==> config.mk <==
export PLATFORM = sky130hd
export DESIGN_NAME = cdb_arbiter_flat
export DESIGN_NICKNAME = d
export VERILOG_FILES = /design/src/rtl/cdb_arbiter_pkg.sv /design/src/rtl/cdb_arbiter_if.sv /design/src/rtl/cdb_fifo.sv /design/src/rtl/cdb_arbiter.sv /design/src/flat_wrapper.sv
export SDC_FILE = /design/constraint.sdc
export NUM_CORES = 1
export LEC_CHECK = 0
export CAP_MARGIN = 20
export CORE_ASPECT_RATIO = 1.1
export CORE_MARGIN = 5
export CORE_UTILIZATION = 40
export CTS_CLUSTER_SIZE = 20
export DETAILED_ROUTE_END_ITERATION = 8
export PLACE_DENSITY = 0.73
export SYNTH_ARGS = -nofsm -noshare
export SYNTH_HDL_FRONTEND = slang
export SYNTH_SLANG_ARGS = --single-unit
==> constraint.sdc <==
create_clock -name clk_i -period 3.6 [get_ports clk_i]
set_clock_uncertainty 0.15 [all_clocks]
set_input_delay 1.08 -clock clk_i [delete_from_list [all_inputs] [get_ports clk_i]]
set_output_delay 1.08 -clock clk_i [all_outputs]
set_load 0.05 [all_outputs]
==> src/rtl/cdb_arbiter_pkg.sv <==
// cdb_arbiter_pkg: shared widths, source indices and the round-robin
// successor helper used by the CDB arbiter and its bus interface.
package cdb_arbiter_pkg;

   localparam int TAG_W_DEF  = 5;
   localparam int DATA_W_DEF = 32;
   localparam int NUM_SRC    = 3;

   typedef logic [1:0] src_t;

   localparam src_t SRC_ALU = 2'd0;
   localparam src_t SRC_LSU = 2'd1;
   localparam src_t SRC_MUL = 2'd2;

   // Successor of a source index modulo NUM_SRC (alu -> lsu -> mul -> alu).
   function automatic src_t next_src(input src_t s);
      src_t n;
      if (s == SRC_MUL) begin
         n = SRC_ALU;
      end else begin
         n = s + 2'd1;
      end
      return n;
   endfunction

endpackage

==> src/rtl/cdb_arbiter_if.sv <==
// cdb_arbiter_if: writeback handshakes of the three functional units plus
// the registered CDB broadcast.
//   slave  : arbiter side (takes unit results and cdb_ready_i, drives CDB)
//   master : environment side (units and CDB consumer)
interface cdb_arbiter_if
   import cdb_arbiter_pkg::*;
#(
   parameter int TAG_W  = TAG_W_DEF,
   parameter int DATA_W = DATA_W_DEF
);
   logic              alu_valid_i;
   logic [TAG_W-1:0]  alu_tag_i;
   logic [DATA_W-1:0] alu_data_i;
   logic              alu_ready_o;
   logic              lsu_valid_i;
   logic [TAG_W-1:0]  lsu_tag_i;
   logic [DATA_W-1:0] lsu_data_i;
   logic              lsu_ready_o;
   logic              mul_valid_i;
   logic [TAG_W-1:0]  mul_tag_i;
   logic [DATA_W-1:0] mul_data_i;
   logic              mul_ready_o;
   logic              cdb_ready_i;
   logic              cdb_en_o;
   logic [TAG_W-1:0]  cdb_tag_o;
   logic [DATA_W-1:0] cdb_data_o;
   logic [1:0]        cdb_src_o;

   modport slave (
      input  alu_valid_i, alu_tag_i, alu_data_i,
      input  lsu_valid_i, lsu_tag_i, lsu_data_i,
      input  mul_valid_i, mul_tag_i, mul_data_i,
      input  cdb_ready_i,
      output alu_ready_o, lsu_ready_o, mul_ready_o,
      output cdb_en_o, cdb_tag_o, cdb_data_o, cdb_src_o
   );

   modport master (
      output alu_valid_i, alu_tag_i, alu_data_i,
      output lsu_valid_i, lsu_tag_i, lsu_data_i,
      output mul_valid_i, mul_tag_i, mul_data_i,
      output cdb_ready_i,
      input  alu_ready_o, lsu_ready_o, mul_ready_o,
      input  cdb_en_o, cdb_tag_o, cdb_data_o, cdb_src_o
   );
endinterface

==> src/rtl/cdb_fifo.sv <==
// cdb_fifo: small per-source result buffer (DEPTH entries, power of two).
//   clk, rst_n : clock, asynchronous active-low reset (empties the FIFO)
//   push/wdata : enqueue, ignored while full
//   pop        : dequeue, ignored while empty
//   full/empty : occupancy flags, derived from the registered count only
//   head       : oldest entry (valid when !empty)
module cdb_fifo #(
   parameter int DEPTH = 2,
   parameter int WIDTH = 37
) (
   input  logic             clk,
   input  logic             rst_n,
   input  logic             push,
   input  logic             pop,
   input  logic [WIDTH-1:0] wdata,
   output logic             full,
   output logic             empty,
   output logic [WIDTH-1:0] head
);
   localparam int PW = $clog2(DEPTH);
   localparam logic [PW:0] FULL_CNT = (PW+1)'(DEPTH);

   logic [WIDTH-1:0] mem [DEPTH];
   logic [PW-1:0]    wr_ptr_r;
   logic [PW-1:0]    rd_ptr_r;
   logic [PW:0]      count_r;
   logic             do_push;
   logic             do_pop;

   assign full    = (count_r == FULL_CNT);
   assign empty   = (count_r == {(PW+1){1'b0}});
   assign do_push = push & ~full;
   assign do_pop  = pop & ~empty;
   assign head    = mem[rd_ptr_r];

   // Storage write; contents need no reset since count gates visibility.
   always_ff @(posedge clk) begin
      if (do_push) begin
         mem[wr_ptr_r] <= wdata;
      end
   end

   // Pointers wrap naturally at DEPTH; count tracks occupancy.
   always_ff @(posedge clk or negedge rst_n) begin
      if (!rst_n) begin
         wr_ptr_r <= {PW{1'b0}};
         rd_ptr_r <= {PW{1'b0}};
         count_r  <= {(PW+1){1'b0}};
      end else begin
         if (do_push) begin
            wr_ptr_r <= wr_ptr_r + PW'(1);
         end
         if (do_pop) begin
            rd_ptr_r <= rd_ptr_r + PW'(1);
         end
         case ({do_push, do_pop})
            2'b10:   count_r <= count_r + (PW+1)'(1);
            2'b01:   count_r <= count_r - (PW+1)'(1);
            default: count_r <= count_r;
         endcase
      end
   end
endmodule

==> src/rtl/cdb_arbiter.sv <==
// cdb_arbiter: buffers arith/lsu/mul writeback results in per-source FIFOs
// and broadcasts one per cycle on a registered CDB using round-robin grant.
//   clk_i   : clock, rising edge
//   reset_i : asynchronous active-low reset
//   bus     : unit handshakes (valid/tag/data/ready per source), CDB
//             consumer ready and the registered CDB outputs
module cdb_arbiter
   import cdb_arbiter_pkg::*;
#(
   parameter int DEPTH  = 2,
   parameter int TAG_W  = TAG_W_DEF,
   parameter int DATA_W = DATA_W_DEF
) (
   input  logic         clk_i,
   input  logic         reset_i,
   cdb_arbiter_if.slave bus
);
   localparam int ENT_W = TAG_W + DATA_W;

   logic [NUM_SRC-1:0] in_valid;
   logic [NUM_SRC-1:0] push;
   logic [NUM_SRC-1:0] pop;
   logic [NUM_SRC-1:0] full;
   logic [NUM_SRC-1:0] empty;
   logic [ENT_W-1:0]   in_entry [NUM_SRC];
   logic [ENT_W-1:0]   head     [NUM_SRC];

   logic               cdb_en_r;
   logic [TAG_W-1:0]   cdb_tag_r;
   logic [DATA_W-1:0]  cdb_data_r;
   src_t               cdb_src_r;
   src_t               rr_ptr_r;

   logic               load;
   logic               grant_found;
   src_t               grant_src;
   src_t               cand;

   assign in_valid = {bus.mul_valid_i, bus.lsu_valid_i, bus.alu_valid_i};
   assign in_entry[SRC_ALU] = {bus.alu_tag_i, bus.alu_data_i};
   assign in_entry[SRC_LSU] = {bus.lsu_tag_i, bus.lsu_data_i};
   assign in_entry[SRC_MUL] = {bus.mul_tag_i, bus.mul_data_i};

   // Ready is occupancy-only: a same-cycle pop does not free a slot early.
   assign push            = in_valid & ~full;
   assign bus.alu_ready_o = ~full[SRC_ALU];
   assign bus.lsu_ready_o = ~full[SRC_LSU];
   assign bus.mul_ready_o = ~full[SRC_MUL];

   for (genvar g = 0; g < NUM_SRC; g++) begin : g_fifo
      cdb_fifo #(
         .DEPTH (DEPTH),
         .WIDTH (ENT_W)
      ) u_fifo (
         .clk   (clk_i),
         .rst_n (reset_i),
         .push  (push[g]),
         .pop   (pop[g]),
         .wdata (in_entry[g]),
         .full  (full[g]),
         .empty (empty[g]),
         .head  (head[g])
      );
   end

   assign load = ~cdb_en_r | bus.cdb_ready_i;

   // Round-robin search of non-empty heads starting at rr_ptr_r.
   always_comb begin
      grant_found = 1'b0;
      grant_src   = rr_ptr_r;
      cand        = rr_ptr_r;
      for (int i = 0; i < NUM_SRC; i++) begin
         if (!grant_found && !empty[cand]) begin
            grant_found = 1'b1;
            grant_src   = cand;
         end else begin
            grant_src   = grant_src;
         end
         cand = next_src(cand);
      end
      if (load && grant_found) begin
         pop = NUM_SRC'(1) << grant_src;
      end else begin
         pop = {NUM_SRC{1'b0}};
      end
   end

   // CDB output register and round-robin pointer.
   always_ff @(posedge clk_i or negedge reset_i) begin
      if (!reset_i) begin
         cdb_en_r   <= 1'b0;
         cdb_tag_r  <= {TAG_W{1'b0}};
         cdb_data_r <= {DATA_W{1'b0}};
         cdb_src_r  <= SRC_ALU;
         rr_ptr_r   <= SRC_ALU;
      end else if (load) begin
         if (grant_found) begin
            cdb_en_r                <= 1'b1;
            {cdb_tag_r, cdb_data_r} <= head[grant_src];
            cdb_src_r               <= grant_src;
            rr_ptr_r                <= next_src(grant_src);
         end else begin
            cdb_en_r <= 1'b0;
         end
      end
   end

   assign bus.cdb_en_o   = cdb_en_r;
   assign bus.cdb_tag_o  = cdb_tag_r;
   assign bus.cdb_data_o = cdb_data_r;
   assign bus.cdb_src_o  = cdb_src_r;
endmodule
==> src/flat_wrapper.sv <==
// flat-port wrapper written by rule: the top's interface ports become plain ports
module cdb_arbiter_flat import cdb_arbiter_pkg::*;
#(
   parameter int DEPTH  = 2,
   parameter int TAG_W  = TAG_W_DEF,
   parameter int DATA_W = DATA_W_DEF
)
  (clk_i, reset_i, bus_alu_valid_i, bus_alu_tag_i, bus_alu_data_i, bus_lsu_valid_i, bus_lsu_tag_i, bus_lsu_data_i, bus_mul_valid_i, bus_mul_tag_i, bus_mul_data_i, bus_cdb_ready_i, bus_alu_ready_o, bus_lsu_ready_o, bus_mul_ready_o, bus_cdb_en_o, bus_cdb_tag_o, bus_cdb_data_o, bus_cdb_src_o);
  cdb_arbiter_if #(.TAG_W(TAG_W), .DATA_W(DATA_W)) bus_i ();
  input  logic clk_i;
  input  logic reset_i;
  input wire logic [$bits(bus_i.alu_valid_i)-1:0] bus_alu_valid_i;
  input wire logic [$bits(bus_i.alu_tag_i)-1:0] bus_alu_tag_i;
  input wire logic [$bits(bus_i.alu_data_i)-1:0] bus_alu_data_i;
  input wire logic [$bits(bus_i.lsu_valid_i)-1:0] bus_lsu_valid_i;
  input wire logic [$bits(bus_i.lsu_tag_i)-1:0] bus_lsu_tag_i;
  input wire logic [$bits(bus_i.lsu_data_i)-1:0] bus_lsu_data_i;
  input wire logic [$bits(bus_i.mul_valid_i)-1:0] bus_mul_valid_i;
  input wire logic [$bits(bus_i.mul_tag_i)-1:0] bus_mul_tag_i;
  input wire logic [$bits(bus_i.mul_data_i)-1:0] bus_mul_data_i;
  input wire logic [$bits(bus_i.cdb_ready_i)-1:0] bus_cdb_ready_i;
  output wire logic [$bits(bus_i.alu_ready_o)-1:0] bus_alu_ready_o;
  output wire logic [$bits(bus_i.lsu_ready_o)-1:0] bus_lsu_ready_o;
  output wire logic [$bits(bus_i.mul_ready_o)-1:0] bus_mul_ready_o;
  output wire logic [$bits(bus_i.cdb_en_o)-1:0] bus_cdb_en_o;
  output wire logic [$bits(bus_i.cdb_tag_o)-1:0] bus_cdb_tag_o;
  output wire logic [$bits(bus_i.cdb_data_o)-1:0] bus_cdb_data_o;
  output wire logic [$bits(bus_i.cdb_src_o)-1:0] bus_cdb_src_o;
  assign bus_i.alu_valid_i = bus_alu_valid_i;
  assign bus_i.alu_tag_i = bus_alu_tag_i;
  assign bus_i.alu_data_i = bus_alu_data_i;
  assign bus_i.lsu_valid_i = bus_lsu_valid_i;
  assign bus_i.lsu_tag_i = bus_lsu_tag_i;
  assign bus_i.lsu_data_i = bus_lsu_data_i;
  assign bus_i.mul_valid_i = bus_mul_valid_i;
  assign bus_i.mul_tag_i = bus_mul_tag_i;
  assign bus_i.mul_data_i = bus_mul_data_i;
  assign bus_i.cdb_ready_i = bus_cdb_ready_i;
  assign bus_alu_ready_o = bus_i.alu_ready_o;
  assign bus_lsu_ready_o = bus_i.lsu_ready_o;
  assign bus_mul_ready_o = bus_i.mul_ready_o;
  assign bus_cdb_en_o = bus_i.cdb_en_o;
  assign bus_cdb_tag_o = bus_i.cdb_tag_o;
  assign bus_cdb_data_o = bus_i.cdb_data_o;
  assign bus_cdb_src_o = bus_i.cdb_src_o;
  cdb_arbiter #(.DEPTH(DEPTH), .TAG_W(TAG_W), .DATA_W(DATA_W)) u_core (.clk_i(clk_i), .reset_i(reset_i), .bus(bus_i));
endmodule
==> reports/qor.yml, run 1 <==
cts_htree_levels: 1
crit_end: "bus_lsu_ready_o"
grt_max_degree: 62
leakagePower_nw: 4.90
synth.top_cell.area_share_pct: 61.4
ctsHoldBuffers: 0
reg2reg_to: "u_core.g_fifo[1].u_fifo.count_r[1]"
crit_fanout: 7
post-cts-setup-buffers: 0
synth_nets: 764
yosys_warnings: 0
initial_core_util_pct: 40.4
critPathKind: "reg -> out"
ys_types: 40
worst_pin_slew_ps: 982
finalPower_mw: 12.5
ios: 160
stdcell_area_mm2: 0.0139
drc: 0
postRouteAntennaNets: 0
synthesis.area_mm2: 0.0109
power_density_mw_per_mm2: 897
track_usage_pct: 15.9
avgSynthCellArea_um2: 16.9
drive_gt1_share_pct: 14.7
grt-ovfl-total: 0
path_depth: 2
ctsRootBufferMaster: "clkbuf_16"
drt_iter0_drc: 397
core_area_mm2: 0.0269
cp.arrival_ps: 2130
seq_area_frac_synth_pct: 73.9
cp_slowest_cell: "clkdlybuf4s50_1"
routedWlPerCell_um: 21.0
clk_path_buf_depth: 3
floorplan.rows: 63
grt_setup_unrepaired: "false"
fin_crit_ps: 3360
reg2reg_slack_ps: 1210
vias: 6263
hold_viol: 0
cp_top_family: "buffers and inverters"
antenna_found_initial: 3
r2r_start: "u_core.rr_ptr_r[0]"
ir_drop_mv: 0.482
status: "complete, no violations"
syn2layout_area_growth_pct: 28.1
cts_resized: 0
place_hpwl_um: 16200
max_slew_margin_pct: 34.5
routabilityCongestion: 0.783
synth-edff-count: 222
final_max_slew_viol_count: 0
r2r_cells: 5
final_nets: 921
portBuffers: 159
netlist_top_cells_count: "edfxtp_1 (222), dfrtp_1 (54), mux2_2 (44)"
clock-sinks: 276
synth.most_common_cell: "edfxtp_1"
synth_top_area_cell: "edfxtp_1"
crit_buf_inv: 1
first_global_vias: 6626
crit_start: "u_core.g_fifo[1].u_fifo.count_r[0]"
cts_inserted_buffers: 28
worstHoldPathType: "reg -> reg"
start_kind: "flop"
synth_ff_type: "edfxtp_1"
cp.required_ps: 2370
ys_ff_latch: 276
firstDrtPassIters: 5
cts_tree: "built"
fillCellCount: 2174
die_y_um: 183
vias_per_cell: 5.30
worstSetupEndpointType: "output port"
synth_area_leaders: "edfxtp_1 (61%), dfrtp_1 (12%), mux2_2 (4.6%)"
dieWidth_um: 167
period_share_pct: 93.3
die_area_mm2: 0.0305
clock.fmax_mhz: 298
grt_pass1_wl_um: 38400
async_reset_ff_share_pct: 19.6
postSynthCellCount: 644
place_area_mm2: 0.0129
cts.clk_slew.worst_paths_ps: 60
clock_latency_ps: 530
path_cells: "nand2b_1, clkdlybuf4s50_1"
cap_viol_max_count: 0
setup_viol: 0
finalSetupTns_ps: 0
detail_route.wirelength_um: 24900
crit_path_max_incr_delay_ps: 820
-- worst reg2reg max path, delay by kind of cell (launching register included) --
kind / cells / cell delay, ps
xor gates and xnor gates: 1 / 150
and+or+nand+nor: 2 / 720
adders and majority gates: 1 / 380
AOI/OAI and AO/OA: 1 / 400
DFF: 1 / 520
-- sequential cells by signal (all words and copies together) (netlist names) --
name                           cells
u_core.bus.cdb_data_o             32
u_core.bus.cdb_en_o                1
u_core.bus.cdb_src_o               2
u_core.bus.cdb_tag_o               5
u_core.g_fifo.u_fifo.count_r       6
u_core.g_fifo.u_fifo.mem         222
u_core.g_fifo.u_fifo.rd_ptr_r      3
u_core.g_fifo.u_fifo.wr_ptr_r      3
u_core.rr_ptr_r                    2
-- how the worst min path moves through the flow --
| stage | start | to | slack [ps] | depth (start not counted) |
|---|---|---|---|---|
| floorplan | u_core.g_fifo[0].u_fifo.wr_ptr_r | u_core.g_fifo[0].u_fifo.wr_ptr_r | 310 | 1 |
| global placement | u_core.bus.cdb_data_o[16] | u_core.bus.cdb_data_o[16] | 340 | 2 |
| detailed placement | u_core.bus.cdb_data_o[13] | u_core.bus.cdb_data_o[13] | 330 | 2 |
| CTS | u_core.bus.cdb_data_o[13] | u_core.bus.cdb_data_o[13] | 340 | 2 |
| global route | u_core.bus.cdb_data_o[25] | u_core.bus.cdb_data_o[25] | 380 | 2 |
| finish | u_core.bus.cdb_data_o[13] | u_core.bus.cdb_data_o[13] | 340 | 2 |
-- per-layer routing --
layer | global-route usage (%) | wire length (µm) | vias to the layer above
met5 | 0 | 7 | -
met4 | 4.65 | 569 | 2
met3 | 3.04 | 1410 | 37
met2 | 27.4 | 12400 | 180
met1 | 20.7 | 10500 | 3150
li1 | - | - | 2894
-- kinds of logic after synthesis --
kind of cell / share of synthesized area (%)
flip-flops: 73.9
AO/OA/AOI/OAI: 9.18
AND/OR/NAND/NOR: 5.23
multiplexers: 7.98
buffers and inverters: 2.18
XOR/XNOR: 1.21
adder cells (fa/ha/maj): 0.346
-- cell usage in the layout, fill, tap and decap left out, types with 7 or more instances in the layout --
master           instances
o31ai_1                 30
edfxtp_1               222
a221oi_1                30
o211ai_1                 7
buf_4                   10
dfrtp_1                 51
xnor2_1                 10
a32oi_1                 37
mux2i_1                 37
nand2_1                 15
buf_12                   8
and3_1                  30
mux2_2                  44
clkinv_1                 7
nor2b_1                 31
clkdlybuf4s50_1        158
nor2_1                   7
clkbuf_16               29
-- where the power goes --
part           leakage, nW  internal (mW)  total [mW]  switching (mW)
logic                 1.74           1.79        4.48            2.69
clock network        0.455           1.75        2.93            1.17
registers             2.71           4.45        5.06           0.612
total                 4.90           7.99        12.5            4.47
-- per-stage QoR --
step | std cells | hold slack (ps) | util (%) | setup slack (ps)
floorplan | 644 | 311 | - | 203
global placement | 1127 | 340 | 48.1 | 386
detailed placement | 1127 | 328 | 48.1 | 378
CTS | 1179 | 341 | 51.6 | 210
global route | 1182 | 379 | 51.7 | 158
finish | 1182 | 338 | 51.7 | 243
-- final cells by class --
| type | instances | area, µm² | area share, % |
|---|---|---|---|
| Sequential cell | 276 | 8020 | 57.7 |
| Multi-Input combinational cell | 316 | 2650 | 19.1 |
| Timing Repair Buffer | 177 | 1820 | 13.1 |
| Clock buffer | 31 | 733 | 5.27 |
| Tap cell | 357 | 447 | 3.21 |
| Clock inverter | 21 | 211 | 1.52 |
| Inverter | 2 | 7.51 | 0.0540 |
| Antenna cell | 2 | 5.00 | 0.0360 |
Power figures use the tool's default switching activity.
==> run 2, diff against run 1 <==
Settings changed: ABC_CLOCK_PERIOD_IN_PS from default to 3720.
Clock period 3.6 ns to 3.72 ns, I/O delays scaled along.
==> run 2 against run 1 <==
Core utilization grew 0.051 points. Combinational power decreased by 4%. Count of clock-buffer cells in the layout grew 4. Largest cell class unchanged. Highest routed layer unchanged. Clock power is essentially flat. Final cell count about the same. Global-route usage is 0.21 points higher. Critical path depth did not move.
==> reports/qor.yml, run 2 (synthesis results as in run 1) <==
status: "complete, no violations"
syn2layout_area_growth_pct: 28.2  # about the same
grt_max_degree: 62  # unchanged
fin_crit_ps: 3380
routedWlPerCell_um: 21.5  # +2.3%
reg2reg_slack_ps: 1270  # +60 ps
crit_fanout: 7  # unchanged
largest_register: "u_core.g_fifo.u_fifo.mem"
ctsHoldBuffers: 0  # unchanged
worstHoldPathType: "reg -> reg"
cts_htree_levels: 1  # unchanged
final_cell_mix: "edfxtp_1 (222), clkdlybuf4s50_1 (158), dfrtp_1 (51)"
dp_cells: 1127  # unchanged
leakagePower_nw: 4.92  # +0.31%
max_slew_margin_pct: 35.7  # +1.2 points
final_nets: 920  # -0.11%
routabilityCongestion: 0.786  # +0.47%
initial_core_util_pct: 40.4  # unchanged
place_hpwl_um: 16700  # +3.1%
core_area_mm2: 0.0269  # unchanged
path_cells: "nand2b_1, clkdlybuf4s50_1"
clk_path_buf_depth: 3  # unchanged
largest_reg_flops: 222  # unchanged
grt-ovfl-total: 0  # unchanged
clock_latency_ps: 530  # about the same
cts_tree: "built"
finalSetupTns_ps: 0  # unchanged
fillCellCount: 2192  # +0.83%
drive_gt1_share_pct: 15.2  # +0.50 points
ir_drop_mv: 0.448  # -7.1%
critPathKind: "reg -> out"
cap_viol_max_count: 0  # unchanged
instances_no_fill: 1181  # -0.085%
final_max_slew_viol_count: 0  # unchanged
post-cts-setup-buffers: 0  # unchanged
detail_route.wirelength_um: 25400  # +2.2%
grt_pass1_wl_um: 38700  # +0.77%
cp.arrival_ps: 2110  # -20 ps
ios: 160  # unchanged
cp_slowest_cell: "clkdlybuf4s50_1"
drt_iter0_drc: 455  # +15%
vias_per_cell: 5.31  # +0.16%
die_y_um: 183  # unchanged
worst_pin_slew_ps: 965  # -17.8 ps
cp.required_ps: 2450  # +80 ps
track_usage_pct: 16.1  # +0.21 points
first_global_vias: 6608  # -0.27%
drc: 0  # unchanged
period_share_pct: 90.8
portBuffers: 159  # unchanged
final_common_cell: "edfxtp_1"
worstSetupEndpointType: "output port"
cts_inserted_buffers: 28  # unchanged
postRouteAntennaNets: 0  # unchanged
crit_path_max_incr_delay_ps: 820  # about the same
vias: 6268  # +0.080%
hold_viol: 0  # unchanged
power_density_mw_per_mm2: 873  # -2.7%
firstDrtPassIters: 4  # -1
cts.clk_slew.worst_paths_ps: 60  # about the same
setup_viol: 0  # unchanged
grt_setup_unrepaired: "false"
clock-sinks: 276  # unchanged
cts_resized: 0  # unchanged
clock.fmax_mhz: 296
dieWidth_um: 167  # unchanged
ctsRootBufferMaster: "clkbuf_16"
floorplan.rows: 63  # unchanged
start_kind: "flop"
antenna_found_initial: 6  # +3
die_area_mm2: 0.0305  # unchanged
## run 2: cell types whose count changed in the layout (fill, tap and decap cells not counted), sizes merged
| cell | change |
|---|---|
| buf | -1 |
| bufinv | +1 |
| clkinv | -6 |
| clkbuf | +4 |
| inv | +1 |
## run 2: final cells by class
class | count | area (µm²) | area share, %
sequential | 276 | 8020 | 57.7
timing repair buffer | 176 | 1790 | 12.9
clock inverter | 17 | 223 | 1.60
clock buffer | 35 | 768 | 5.52
inverter | 2 | 7.51 | 0.0540
multi-input combinational | 316 | 2650 | 19.1
antenna | 2 | 5.00 | 0.0360
tap | 357 | 447 | 3.21
## run 2: per-layer routing
layer	vias up	routed length, µm	global-route usage [%]
met5	-	55	0
met4	8	559	4.52
met3	43	1760	3.58
met2	222	12800	28.0
met1	3113	10200	20.5
li1	2882	-	-
## run 2: final timing paths
kind,startpoint,end,depth (start not counted)
max,u_core.g_fifo[1].u_fifo.count_r[0],bus_lsu_ready_o,2
min,u_core.bus.cdb_data_o[5],u_core.bus.cdb_data_o[5],2
max reg2reg,u_core.rr_ptr_r[0],u_core.g_fifo[1].u_fifo.count_r[1],5
min reg2reg,u_core.bus.cdb_data_o[5],u_core.bus.cdb_data_o[5],2
max in group asynchronous,reset_i,u_core.g_fifo[1].u_fifo.rd_ptr_r,2
min in group asynchronous,reset_i,u_core.g_fifo[0].u_fifo.wr_ptr_r,1
## run 2: power by group
| group | internal [mW] | switching, mW | leakage (nW) |
|---|---|---|---|
| clock | 1.81 | 1.13 | 0.484 |
| sequential | 4.30 | 0.608 | 2.71 |
| combinational | 1.69 | 2.60 | 1.72 |
## run 2: stage by stage
step                      worst slack (ps)  instance area, µm²  hold slack [ps]  total power [mW]  utilization, %
final                                  342               13900              348              12.1            51.8
after global routing                   254               13900              374              12.7            51.8
after CTS                              314               13900              351              12.3            51.7
after detailed placement               453               12900              339              9.29            48.1
after global placement                 464               12900              324              9.19            48.1
after floorplan                        323               10900              311              7.75               -
## run 2: worst max-delay path: cells and delay by family, from the launching register on
family / cells / cell delay, ps
DFF: 1 / 560
buffers and inverters: 1 / 820
and+or+nand+nor: 1 / 210
==> patch: new RTL, config.mk and constraints of run 2 <==
`DEPTH` is set to 2 in 3 places; all go to 4.
--- a/src/rtl/cdb_fifo.sv
+++ b/src/rtl/cdb_fifo.sv
@@ -6,5 +6,5 @@
 //   head       : oldest entry (valid when !empty)
 module cdb_fifo #(
-   parameter int DEPTH = 2,
+   parameter int DEPTH = 4,
    parameter int WIDTH = 37
 ) (
--- a/src/rtl/cdb_arbiter.sv
+++ b/src/rtl/cdb_arbiter.sv
@@ -8,5 +8,5 @@
    import cdb_arbiter_pkg::*;
 #(
-   parameter int DEPTH  = 2,
+   parameter int DEPTH  = 4,
    parameter int TAG_W  = TAG_W_DEF,
    parameter int DATA_W = DATA_W_DEF
--- a/src/flat_wrapper.sv
+++ b/src/flat_wrapper.sv
@@ -2,5 +2,5 @@
 module cdb_arbiter_flat import cdb_arbiter_pkg::*;
 #(
-   parameter int DEPTH  = 2,
+   parameter int DEPTH  = 4,
    parameter int TAG_W  = TAG_W_DEF,
    parameter int DATA_W = DATA_W_DEF
Function: changed (a bounded check fails within 4 cycles, from zero or initial values and one cycle with reset_i low).
==> patch against run 2 <==
Synthesized area rose by 79%. Hold slack improved by 0.013 ns. Synthesized cell count rose by 45%. Non-clock buffer count rose by 8. First-iteration DRC count rose by 110%. Utilization fell by 2.6 points. Routed wire length rose by 76%. Clock power rose by 65%. Sequential cell count rose by 231. Worst setup slack got worse by 0.048 ns. Final cell count rose by 54%. Register-to-register slack got worse by 0.23 ns. Power rose by 60%. Design area rose by 70%. Critical endpoint unchanged.
==> patch: results (changes against run 2) <==
- WL final: 44780 µm (+76%)
- Sequential Area: 14910 µm² (+86%)
- DR pass1 iterations: 6 (+2)
- VDD IR-drop max: 0.0003666 V (-18%)
- CP max stage delay: 0.87 ns (+0.05 ns)
- Max-Slew Margin vs Limit: 42.92% (+7.2 points)
- Signal buf overhead: 8.102% (-4.8 points)
- Clk tree area frac: 6.803% (-0.32 points)
- Lkg Pwr: 7.969 nW (+62%)
- Number of synthesized flops with an enable pin: 444 (+100%)
- Multi-input logic area: 4133 µm² (+56%)
- Iter 0 DRT Violations: 978 (+110%)
- Non-CTS buffers: 184 (+4.5%)
- Number of sequential cells: 507 (+84%)
- Syn nets: 1069 (+40%)
- Top cells by count, synth: 444 x edfxtp_1, 111 x mux4_2, 63 x dfrtp_1, 58 x inv_1, 41 x nand3_1
- Invs w/o clock: 58 (+56)
- GR Util All Layers: 16.89% (+0.77 points)
- H-Tree Depth: 2 (+1)
- Worst reg2reg path depth: 10 (+5)
- # rows: 84 (+33%)
- Mux cell area share after synthesis: 13.11% (+5.1 points)
- Post-DP HPWL: 29220 µm (+75%)
- Status: complete, no violations
- Num CTS Buffers: 50 (+79%)
- Ant. Diodes: 4 (+2)
- Cell count after placement: 1716 (+52%)
- Number of global-route vias before repair: 10060 (+52%)
- Ratio of cells with drive above 1 in the final layout: 20.26% (+5.1 points)
- Asr flop ratio synth: 12.43% (-7.1 points)
patch: worst paths after layout:
kind | startpoint | end | slack, ns
setup / recovery | u_core.g_fifo[1].u_fifo.count_r[0] | bus_lsu_ready_o | 0.29
hold / removal | u_core.g_fifo[0].u_fifo.count_r[2] | u_core.g_fifo[0].u_fifo.count_r[2] | 0.36
setup reg to reg | u_core.g_fifo[2].u_fifo.count_r[2] | u_core.g_fifo[0].u_fifo.count_r[2] | 1.04
hold reg to reg | u_core.g_fifo[0].u_fifo.count_r[2] | u_core.g_fifo[0].u_fifo.count_r[2] | 0.36
max in group asynchronous | reset_i | u_core.g_fifo[2].u_fifo.rd_ptr_r[0] | 2.57
min in group asynchronous | reset_i | u_core.bus.cdb_data_o[12] | 0.49
patch: layer usage:
| metal | vias up | share of wire (%) | global-route usage [%] | wire [µm] |
|---|---|---|---|---|
| met1 | 5111 | 40 | 22.70 | 17850 |
| met5 | - | 0.029 | 0 | 13 |
| met2 | 341 | 50 | 27.26 | 22310 |
| met3 | 82 | 7.2 | 4.137 | 3239 |
| met4 | 2 | 3.1 | 5.863 | 1370 |
| li1 | 4187 | - | - | - |
patch: cell families (layout without fill, tap and decap cells):
group,count (synthesis),in the layout
flops,507,507
mux,116,116
buf+inv,105,336
compound gates,87,87
simple gates,83,83
fa+ha+maj,18,18
xor+xnor,18,18
other cells,0,4
patch: report_power, final:
| part | total (mW) | switching [mW] | internal [mW] |
|---|---|---|---|
| Combinational | 6.16 | 3.60 | 2.57 |
| Clock | 4.87 | 2.03 | 2.84 |
| Sequential | 8.34 | 0.711 | 7.62 |
patch: critical path: cells and delay by family, from the launching register on:
family        cells  cell delay, ns
buf+inv           2            0.97
simple gates      1            0.20
flops             1            0.42
